$ cat config.mk
export PLATFORM = sky130hd
export DESIGN_NAME = sspi_byte_phy
export DESIGN_NICKNAME = d
export VERILOG_FILES = /design/src/rtl/sspi_byte_phy.sv
export SDC_FILE = /design/constraint.sdc
export NUM_CORES = 1
export LEC_CHECK = 0
export ABC_AREA = 0
export BUFFER_PORTS_ARGS = -buffer_cell sky130_fd_sc_hd__buf_2
export CAP_MARGIN = 20
export CORE_MARGIN = 2
export CORE_UTILIZATION = 44
export DETAILED_ROUTE_END_ITERATION = 6
export GPL_ROUTABILITY_DRIVEN = 0
export PLACE_DENSITY = 0.63
export SLEW_MARGIN = 20
export SYNTH_ARGS = -nofsm -noshare
export SYNTH_HDL_FRONTEND = slang
export SYNTH_SLANG_ARGS = --single-unit
$ cat constraint.sdc
create_clock -name clock -period 2.4 [get_ports clock]
set_clock_uncertainty 0.15 [all_clocks]
set_input_delay 0.24 -clock clock [delete_from_list [all_inputs] [get_ports clock]]
set_output_delay 0.24 -clock clock [all_outputs]
set_load 0.1 [all_outputs]
$ cat src/rtl/sspi_byte_phy.sv
// SPI mode-3 slave byte PHY: oversampled pins, MOSI deserialiser, MISO serialiser, frame/error flags.
// rx_valid one cycle after the synchronised rise (no RX backpressure); TX through a one-deep holding register.
`timescale 1ns/100ps
module sspi_byte_phy #(
  parameter int         SYNC_STAGES = 2,
  parameter logic [7:0] IDLE_BYTE   = 8'h00
) (
  input  logic       clock,
  input  logic       resetn,
  input  logic       spi_csb,
  input  logic       spi_clk,
  input  logic       spi_mosi,
  output logic       spi_miso_out,
  output logic       spi_miso_oe,
  output logic       frame_start,
  output logic       frame_end,
  output logic       rx_valid,
  output logic [7:0] rx_data,
  output logic       rx_first,
  input  logic [7:0] tx_data,
  input  logic       tx_valid,
  output logic       tx_ready,
  output logic       err_underrun,
  output logic       err_abort
);

  typedef enum logic [1:0] {S_IDLE, S_ACTIVE, S_BLOCKED} state_t;

  logic [SYNC_STAGES-1:0] csb_sync, clk_sync, mosi_sync, settle;
  logic                   csb_s, clk_s, mosi_s, clk_d, settle_done;
  logic                   rise, fall;

  state_t     state;
  logic [2:0] bitcnt;
  logic       first_flag;
  logic [6:0] rx_shift;
  logic [7:0] hold, tx_shift;
  logic       hold_full;

  assign csb_s       = csb_sync[SYNC_STAGES-1];
  assign clk_s       = clk_sync[SYNC_STAGES-1];
  assign mosi_s      = mosi_sync[SYNC_STAGES-1];
  assign settle_done = settle[SYNC_STAGES-1];
  assign rise        = clk_s & ~clk_d;
  assign fall        = ~clk_s & clk_d;
  assign tx_ready    = ~hold_full;

  always_ff @(posedge clock or negedge resetn) begin
    if (!resetn) begin
      csb_sync  <= '1;
      clk_sync  <= '1;
      mosi_sync <= '0;
      settle    <= '0;
      clk_d     <= 1'b1;
    end else begin
      csb_sync  <= {csb_sync[SYNC_STAGES-2:0], spi_csb};
      clk_sync  <= {clk_sync[SYNC_STAGES-2:0], spi_clk};
      mosi_sync <= {mosi_sync[SYNC_STAGES-2:0], spi_mosi};
      settle    <= {settle[SYNC_STAGES-2:0], 1'b1};
      clk_d     <= clk_s;
    end
  end

  // Out of reset we sit in BLOCKED until the chains hold real pin samples;
  // a frame already in progress at that point is ignored until csb rises.
  always_ff @(posedge clock or negedge resetn) begin
    if (!resetn) begin
      state        <= S_BLOCKED;
      bitcnt       <= 3'd0;
      first_flag   <= 1'b0;
      rx_shift     <= 7'd0;
      rx_data      <= 8'd0;
      rx_valid     <= 1'b0;
      rx_first     <= 1'b0;
      frame_start  <= 1'b0;
      frame_end    <= 1'b0;
      hold         <= 8'd0;
      hold_full    <= 1'b0;
      tx_shift     <= 8'd0;
      spi_miso_out <= 1'b0;
      spi_miso_oe  <= 1'b0;
      err_underrun <= 1'b0;
      err_abort    <= 1'b0;
    end else begin
      frame_start <= 1'b0;
      frame_end   <= 1'b0;
      rx_valid    <= 1'b0;
      if (tx_valid && !hold_full) begin
        hold      <= tx_data;
        hold_full <= 1'b1;
      end
      case (state)
        S_BLOCKED: begin
          spi_miso_oe <= 1'b0;
          bitcnt      <= 3'd0;
          if (settle_done && csb_s) state <= S_IDLE;
        end
        S_IDLE: begin
          spi_miso_oe <= 1'b0;
          bitcnt      <= 3'd0;
          if (!csb_s) begin
            state        <= S_ACTIVE;
            frame_start  <= 1'b1;
            first_flag   <= 1'b1;
            // The opcode byte's response is don't-care, so an empty holding
            // register here is not an underrun; the clear wins.
            err_underrun <= 1'b0;
            err_abort    <= 1'b0;
            tx_shift     <= hold_full ? hold : IDLE_BYTE;
            hold_full    <= tx_valid;
            if (tx_valid) hold <= tx_data;
          end
        end
        S_ACTIVE: begin
          if (csb_s) begin
            state       <= S_IDLE;
            frame_end   <= 1'b1;
            spi_miso_oe <= 1'b0;
            bitcnt      <= 3'd0;
            hold_full   <= 1'b0;
            if (bitcnt != 3'd0) err_abort <= 1'b1;
          end else begin
            spi_miso_oe <= 1'b1;
            if (rise) begin
              rx_shift <= {rx_shift[5:0], mosi_s};
              bitcnt   <= bitcnt + 3'd1;
              if (bitcnt == 3'd7) begin
                rx_valid   <= 1'b1;
                rx_data    <= {rx_shift, mosi_s};
                rx_first   <= first_flag;
                first_flag <= 1'b0;
                tx_shift   <= hold_full ? hold : IDLE_BYTE;
                if (!hold_full) err_underrun <= 1'b1;
                hold_full  <= tx_valid;
                if (tx_valid) hold <= tx_data;
              end
            end else if (fall) begin
              spi_miso_out <= tx_shift[7];
              tx_shift     <= {tx_shift[6:0], 1'b0};
            end
          end
        end
        default: state <= S_BLOCKED;
      endcase
    end
  end

endmodule

* Word-level counts from Yosys, hierarchy flattened *
Cells that the tools add are included.

word-level totals
  register bits after elaboration = 55
  output and inout port bits = 17
  input port bits = 14
  word-level logic and storage cells = 110

cells by class
  bitwise gates (word level) = 7
  add/subtract/negate cells = 1
  multiplexer cells = 50
  equality and inequality tests = 14
  reductions and logical operators = 17

operators with widths
  operator                                        number
  2-to-1 mux 8 bit                                12
  case mux 8 bit (2 select lines)                 2
  2-to-1 mux 1 bit                                24
  != test 2 bit (second input constant)           8
  AND reduction 4 bit                             3
  case mux 1 bit (2 select lines)                 5
  AND reduction 5 bit                             2
  != test 3 bit (second input constant)           3
  2-to-1 mux 2 bit                                3
  2-to-1 mux 3 bit                                2
  case mux 2 bit (3 select lines)                 1
  case mux 3 bit (2 select lines)                 1
  AND reduction 3 bit                             2
  AND reduction 6 bit                             1
  inverter 1 bit                                  5
  nonzero test 2 bit                              2
  adder 3 x 1 -> 3 bit (second input constant)    1
  == test 3 bit (second input constant)           1
  nonzero test 3 bit                              1
  AND 1 bit                                       2
  == test 2 x 1 -> 1 bit (second input constant)  1
  == test 2 bit (second input constant)           1
  logical AND 1 bit                               2
  logical NOT 2 bit                               1
  3 further kinds                                 3

* Logic depth before layout (Yosys ltp) *
Gate-level depths: netlist of the first run.

  depth after elaboration = 8
  mapped depth = 8
  mapped depth without buffers = 6

* Least setup slack after synthesis of the first run *
Ideal clock, no wire load.

  kind = reg-to-reg
  start point = reg clk_d
  end point = reg rx_data[1]
  data required time = 2.125 ns
  data arrival time = 1.688 ns
  period minus slack after synthesis = 1.964 ns
  stages on the path, launching flop included = 9
  library setup time = 0.125 ns
  slack = 0.436 ns
  path buffers = 3
  path through = dfstp_2 -> inv_1 -> ha_1 -> buf_4 -> and4bb_1 -> buf_6 -> nand2_4 -> buf_6 -> mux2_4

between the ends
  cells in the longest elaborated chain, start to end = 3

ends and longest elaborated chain
  item                                  RTL line  text
  from (decl)                           30        logic csb_s, clk_s, mosi_s, clk_d, settle_done;
  from (signal assigned)                60        clk_d <= clk_s;
  inverter 1 bit                        44        assign rise = clk_s & ~clk_d;
  AND 1 bit                             44
  AND reduction 4 bit (no source line)  --
  to (signal assigned)                  129       rx_data <= {rx_shift, mosi_s};
  to (decl)                             18        output logic [7:0] rx_data,

Every way passes these cells.
A chain may end at the register's enable or synchronous reset.

* Worst setup path in the final report of the first run *
  start point = reg clk_sync[1]
  end point = reg tx_shift[4]

between the ends
  cells in the longest elaborated chain, start to end = 4
  elaborated cells between the ends (all ways) = 9
  those cells by class = eq/ne (2); mux (3); bitwise (3); reduce/logical (1)

ends and longest elaborated chain
  item                                                                           RTL line  text
  from (decl)                                                                    29        logic [SYNC_STAGES-1:0] csb_sync, clk_sync, mosi_sync, settle;
  from (signal assigned)                                                         57        clk_sync <= {clk_sync[SYNC_STAGES-2:0], spi_clk};
  AND 1 bit / inverter 1 bit (equally long branches)                             44, 45
  2-to-1 mux 8 bit / AND 1 bit (equally long branches)                           124, 45
  2-to-1 mux 8 bit / != test 3 bit (equally long branches)                       --
  case mux 8 bit (2 select lines) / AND reduction 5 bit (equally long branches)  --
  to (signal assigned)                                                           109       tx_shift <= hold_full ? hold : IDLE_BYTE;
  to (signal assigned)                                                           132       tx_shift <= hold_full ? hold : IDLE_BYTE;
  to (signal assigned)                                                           139       tx_shift <= {tx_shift[6:0], 1'b0};
  to (decl)                                                                      37        logic [7:0] hold, tx_shift;

Several ways; a longest one is shown, not always the timed one. The select of a mux whose other input is x is not followed.

==> metrics.md, run 1 <==
| Metric | Value |
|---|---|
| Seq/Total Area, Yosys | 0.595 |
| DR pass1 iterations | 3 |
| Fin. Hold Viols | 0 |
| Flops & latches, synth | between 50 and 60 |
| Vias/cell | about 4.9 |
| Syn avg cell area | around 13 um2 |
| Power, Total | 2.03 mW |
| Least-Margin Pin Slew | roughly 0.61 ns |
| Starting DRT DRC Count | 44 |
| Rows | 26 |
| Hold Path Class | primary input to flip-flop |
| Logic pwr share | 0.159 |
| Nets | 232 |
| Multi-input logic area | around 870 um2 |
| Synth-to-layout area growth | 16.7% |
| Slew headroom | 0.597 |
| Clock power frac | 0.291 |
| Ant diodes | 0 |
| DRC viols | 0 |
| Most frequent cells in the layout | 49 x dfrtp_1, 30 x buf_2, 25 x mux2_2 |
| CTS tree | yes |
| Total CTS buffers | 5 |
| GRT Util Overall | 0.147 |
| CORE AREA | around 5000 um2 |
| Placed Cells incl. Taps | between 200 and 300 |
| Share of the synthesized area in the top cell type | 0.527 |
| Max-Cap Viols | 0 |
| Die width | between 70 and 80 um |
| Crit-path cells | ha_1 > nor2b_1 > o21ai_0 > nand2_1 > mux2_2 |
| I/O Buffers | 30 |
| Synth Instances | roughly 170 |
| Commonest non-fill, non-tap cell in the layout | dfrtp_1 |
| Fmax | between 0.4 and 0.5 GHz |
| First-pass GRT wire length | about 7000 um |
| Vias in the first global route | about 1500 |
| Critical Path Start Type | flip-flop |
| Fin util | 0.531 |
| Reg power frac | 0.550 |
| Crit-path max FO | 10 |
| Int Pwr | ~1.5 mW |
| Placed Area | ~2500 um2 |
| Leak Pwr | 1.35 nW |
| WL/cell | approximately 14 um |
| Fin area | between 2000 and 3000 um2 |
| CP max-delay cell | dfstp_2 |
| Share of layout cells above drive strength 1 | 0.394 |
| Final setup viols | 0 |
| Switching Share | 0.270 |
| Worst path max stage delay | approximately 0.55 ns |
| Total wire length | 3960 um |
| Post-Syn Nets | about 190 |
| H-tree Lvls | 2 |
| Post-detail-place hpwl | around 2800 um |
| # fillers | 441 |
| Die area | just under 6000 um2 |
| Clk slew on worst S/H paths | around 0.090 ns |
| Top area cells in the synthesized netlist | dfrtp_1 53%, mux2_2 12%, dfstp_2 6.8%, mux2_4 5.2%, nand2_1 3.6% |
| Register area | ~1400 um2 |
| Worst skew pair latency | just over 0.3 ns |
| Resize count post-CTS | 0 |
| Max VDD drop | between 0.4 and 0.5 mV |
| Post-CTS Setup Bufs | 0 |
| Crit path capture type | flip-flop |
| Routed Antenna Nets | 0 |
| Largest net degree at the start of global routing | 30 |
| Grt total ovfl | 0 |
| Critical path's top delay family | flip-flops |
| Setup CP Type | flip-flop to flip-flop |
| Data arrival time of the critical path | approximately 2.1 ns |
| RSZ-0062 raised after global routing | false |
| Critical path buffers and inverters | 0 |
| # clock sinks | 55 |
| Switching pwr | roughly 550 uW |
| Cell Pwr Density | between 700 and 800 nW/um2 |
| Fin crit share | 0.866 |
| Non-filler instance count after layout | approximately 280 |
| Outcome | finished, final reports clean |
| Die height | between 70 and 80 um |
| CP required | about 2.5 ns |
| Clock buffer depth | 2 |
| Total negative slack | 0 ns |
| # IOs | 31 |
| Root Driver | clkbuf_8 |
| Yosys cell types | 34 |
| Initial core utilization | 0.455 |
| Cell Area, Synth | about 2300 um2 |
| Initial antenna violation count | 0 |
| Leading area contributor after synthesis | dfrtp_1 |
| Via count | approximately 1400 |
| Final slew viol count | 0 |
| Yosys warns | 0 |
| Fin crit period | ~2.1 ns |
[synthesized netlist by cell type]
cell type  instances
dfrtp_1           49
mux2_2            25
nand2_1           22
o21ai_0           12
mux2_4             8
dfstp_2            6
ha_1               6
inv_1              6
nor2_1             5
nor2b_1            5
a21oi_1            3
buf_2              3
buf_6              2
clkbuf_1           2
a211o_1            1
a21boi_2           1
a21o_1             1
a32oi_1            1
a41oi_1            1
and2_1             1
and3b_1            1
and4bb_1           1
and4bb_2           1
buf_4              1
conb_1             1
nand2_4            1
nand4b_1           1
nor2_4             1
nor3_1             1
nor3b_1            1
nor3b_4            1
o21a_1             1
o21ai_4            1
or2_2              1
[through the flow]
step,hold slack (ns),setup slack [ns]
3_5_place_dp,0.136,0.298
5_1_grt,0.0112,0.149
3_3_place_gp,0.120,0.358
6_report,0.0132,0.321
4_1_cts,0.00171,0.288
2_1_floorplan,-0.206,0.436
[cell type report]
cell class / count / share of cell area
clock buffer: 7 / 0.0281
clock inverter: 1 / 0.0111
inverter: 6 / 0.00830
multi-input combinational: 105 / 0.319
sequential: 55 / 0.510
tap: 70 / 0.0323
timing repair buffer: 39 / 0.0913
[power by group through the flow]
stage                     Combinational [mW]  Sequential, mW  Clock, mW
after floorplan                        0.171            1.19          0
after global placement                 0.308            1.13          0
after detailed placement               0.321            1.13          0
after CTS                              0.330            1.12      0.609
after global routing                   0.351            1.13      0.645
final                                  0.323            1.12      0.591
[repair_timing]
action | in CTS | in global routing
hold buffers | 7 | 0
hold endpoints to repair | 32 | 0
endpoints found under the setup margin | 0 | 0
[worst register-to-register path, stage by stage (launching register included)]
cell and delay, ns:
dfstp_2 0.55, ha_1 0.36, nor2b_1 0.17, o21ai_0 0.07, nand2_1 0.29, mux2_2 0.39
[worst paths after layout]
path,from,to,depth (start not counted),slack (ns)
worst max-delay path,clk_sync[1]$_DFF_PN1_,tx_shift[4]$_DFFE_PN0P_,5,0.32
worst min-delay path,tx_data[4],hold[4]$_DFF_PN0_,2,0.01
worst max register to register,clk_sync[1]$_DFF_PN1_,tx_shift[4]$_DFFE_PN0P_,5,0.32
worst min register to register,settle[0]$_DFF_PN0_,settle[1]$_DFF_PN0_,0,0.20
max in group asynchronous,resetn,csb_sync[0]$_DFF_PN1_,3,1.15
min in group asynchronous,resetn,tx_shift[2]$_DFFE_PN0P_,2,0.32
[flip-flops by register name (all words and copies together), names as in the netlist]
name,cells
clk_d,1
tx_shift,8
spi_miso_oe,1
state,2
frame_end,1
clk_sync,2
err_underrun,1
frame_start,1
settle,2
hold_full,1
bitcnt,3
csb_sync,2
hold,8
spi_miso_out,1
rx_valid,1
rx_data,8
rx_shift,7
rx_first,1
err_abort,1
mosi_sync,2
first_flag,1
[routing by layer]
metal  vias to the layer above  global-route usage  wire length, um
li1                        659                   -                -
met1                       703               0.178             1750
met2                        20               0.256             2020
met3                         6              0.0388              131
met4                         0              0.0436               53
met5                         -                   0                0
[cell families after synthesis]
| kind of cell | after synthesis | share of synthesized area |
|---|---|---|
| AO/OA/AOI/OAI | 22 | 0.0619 |
| other | 1 | 0.00161 |
| adder cells (fa/ha/maj) | 6 | 0.0323 |
| buffers and inverters | 14 | 0.0323 |
| flip-flops | 55 | 0.595 |
| multiplexers | 33 | 0.173 |
| AND/OR/NAND/NOR | 43 | 0.104 |
Power figures use the tool's default switching activity.
==> run 2, diff against run 1 <==
--- a/config.mk
+++ b/config.mk
@@ -6,13 +6,14 @@
 export NUM_CORES = 1
 export LEC_CHECK = 0
 export ABC_AREA = 0
-export BUFFER_PORTS_ARGS = -buffer_cell sky130_fd_sc_hd__buf_2
+export BUFFER_PORTS_ARGS = -buffer_cell sky130_fd_sc_hd__buf_4
 export CAP_MARGIN = 20
 export CORE_MARGIN = 2
 export CORE_UTILIZATION = 44
 export DETAILED_ROUTE_END_ITERATION = 6
 export GPL_ROUTABILITY_DRIVEN = 0
 export PLACE_DENSITY = 0.63
+export RECOVER_POWER = 25
 export SLEW_MARGIN = 20
 export SYNTH_ARGS = -nofsm -noshare
 export SYNTH_HDL_FRONTEND = slang
==> run 2 against run 1 <==
Effect of this change: clock-buffer cell count stayed put; power decreased by 3.9%; worst hold slack better by 0.0037 ns; sequential power hardly changed; first-iteration DRC count increased by 86%; critical path type unchanged.
==> metrics.md, run 2 (synthesis gave the netlist of run 1 again) <==
| Metric | Value |
|---|---|
| Critical Path Start Type | flip-flop |
| Regs by FF count | hold: 8 flops, rx_data: 8 flops, tx_shift: 8 flops |
| Synth-to-layout area growth | 17.1% |
| Post-detail-place hpwl | 2720 um (-3.9%) |
| DR pass1 iterations | 4 (+1) |
| Worst reg-to-reg path cell count | 4 (-1) |
| Root Driver | clkbuf_8 |
| Vias/cell | 4.94 (+0.70%) |
| Fin crit share | 0.890 (+0.0237) |
| Routed Antenna Nets | 0 (unchanged) |
| # fillers | 454 (+2.9%) |
| Most frequent cells in the layout | 49 x dfrtp_1, 27 x buf_4, 25 x mux2_2 |
| CP required | 2.43 ns (-0.02 ns) |
| Fin crit period | 2.14 ns (+0.0568 ns) |
| Setup CP Type | flip-flop to flip-flop |
| DRC viols | 0 (unchanged) |
| Initial core utilization | 0.455 (unchanged) |
| Grt total ovfl | 0 (unchanged) |
| Final setup viols | 0 (unchanged) |
| Data arrival time of the critical path | 2.17 ns (+0.04 ns) |
| Initial antenna violation count | 0 (unchanged) |
| # clock sinks | 55 (unchanged) |
| Die width | 76.7 um (unchanged) |
| Worst skew pair latency | 0.30 ns (about the same) |
| Slew headroom | 0.129 (-0.468) |
| I/O Buffers | 30 (unchanged) |
| First-pass GRT wire length | 6980 um (+2.4%) |
| Cell Pwr Density | 717 nW/um2 (-4.2%) |
| Max VDD drop | 0.410 mV (-12%) |
| Vias in the first global route | 1456 (-0.55%) |
| Leak Pwr | 1.34 nW (-1.1%) |
| Clk slew on worst S/H paths | 0.09 ns (about the same) |
| Least-Margin Pin Slew | 1.31 ns (+0.701 ns) |
| CTS tree | yes |
| GRT Util Overall | 0.147 (about the same) |
| # IOs | 31 (unchanged) |
| Final slew viol count | 0 (unchanged) |
| Max-Cap Viols | 0 (unchanged) |
| Via count | 1378 (-0.72%) |
| Crit-path max FO | 14 (+4) |
| Total negative slack | 0 ns (unchanged) |
| Starting DRT DRC Count | 82 (+86%) |
| RSZ-0062 raised after global routing | false |
| Resize count post-CTS | 0 (unchanged) |
| Largest net degree at the start of global routing | 56 (+87%) |
| Total wire length | 3900 um (-1.5%) |
| Crit path capture type | flip-flop |
| Commonest non-fill, non-tap cell in the layout | dfrtp_1 |
| Hold Path Class | primary input to flip-flop |
| Placed Area | 2590 um2 (+2.2%) |
| Die area | 5880 um2 (unchanged) |
| Fin area | 2720 um2 (+0.28%) |
| WL/cell | 14.0 um (about the same) |
| Rows | 26 (unchanged) |
| Fmax | 0.468 GHz (-2.7%) |
| Worst Hold Depth | 2 (unchanged) |
| CORE AREA | 5110 um2 (unchanged) |
| Clock buffer depth | 2 (unchanged) |
| Total CTS buffers | 5 (unchanged) |
| Die height | 76.7 um (unchanged) |
| Outcome | finished, final reports clean |
| Fin. Hold Viols | 0 (unchanged) |
| Share of layout cells above drive strength 1 | 0.392 (-0.00202) |
| H-tree Lvls | 2 (unchanged) |
| Ant diodes | 0 (unchanged) |
| Nets | 228 (-1.7%) |
## run 2: area by class of cell
type	count	area, um2	share of cell area
Clock inverter	1	5.00	0.00184
Clock buffer	7	86.3	0.0317
Inverter	6	22.5	0.00828
Multi-Input combinational cell	105	866	0.318
Tap cell	70	87.6	0.0322
Sequential cell	55	1380	0.509
Timing Repair Buffer	35	270	0.0993
## run 2: worst paths after layout
kind / start / to / slack [ns]
max reg2reg: state[1]$_DFFE_PN1P_ / hold[2]$_DFF_PN0_ / 0.26
min: tx_data[5] / hold[5]$_DFF_PN0_ / 0.02
min in group asynchronous: resetn / tx_shift[3]$_DFFE_PN0P_ / 0.61
max: state[1]$_DFFE_PN1P_ / hold[2]$_DFF_PN0_ / 0.26
max in group asynchronous: resetn / rx_first$_DFFE_PN0P_ / 0.70
min reg2reg: settle[0]$_DFF_PN0_ / settle[1]$_DFF_PN0_ / 0.20
## run 2: metal layers
layer,vias up,wire length (um),GRT usage
li1,648,-,-
met1,698,1710,0.192
met2,27,2000,0.245
met3,5,137,0.0329
met4,0,49,0.0436
met5,-,0,0
## run 2: report_power, final
| part | leakage, nW | total, mW | internal, mW | switching [mW] |
|---|---|---|---|---|
| combinational | 0.600 | 0.328 | 0.136 | 0.192 |
| sequential | 0.691 | 1.11 | 1.04 | 0.0737 |
| clock | 0.0482 | 0.509 | 0.233 | 0.276 |
## run 2: through the flow
stage	total power, mW	instances	util	setup slack (ns)	hold slack, ns
floorplan	1.36	174	-	0.436	-0.206
global placement	1.44	267	0.508	0.354	0.160
detailed placement	1.46	267	0.508	0.293	0.176
CTS	1.98	279	0.533	0.280	0.00514
global route	2.05	279	0.533	0.0740	0.00954
finish	1.95	279	0.533	0.264	0.0169
## run 2: what timing repair did
item	4_1_cts	5_1_grt
endpoints found under the hold margin	52	0
buffers inserted	0	0
hold buffers	4	0
endpoints found under the setup margin	0	0
## run 2: worst max-delay path: stages (launching register included)
cell and delay [ns]:
dfstp_1 0.87, nor2_4 0.12, a21boi_2 0.19, o21ai_4 0.31, mux2_2 0.38
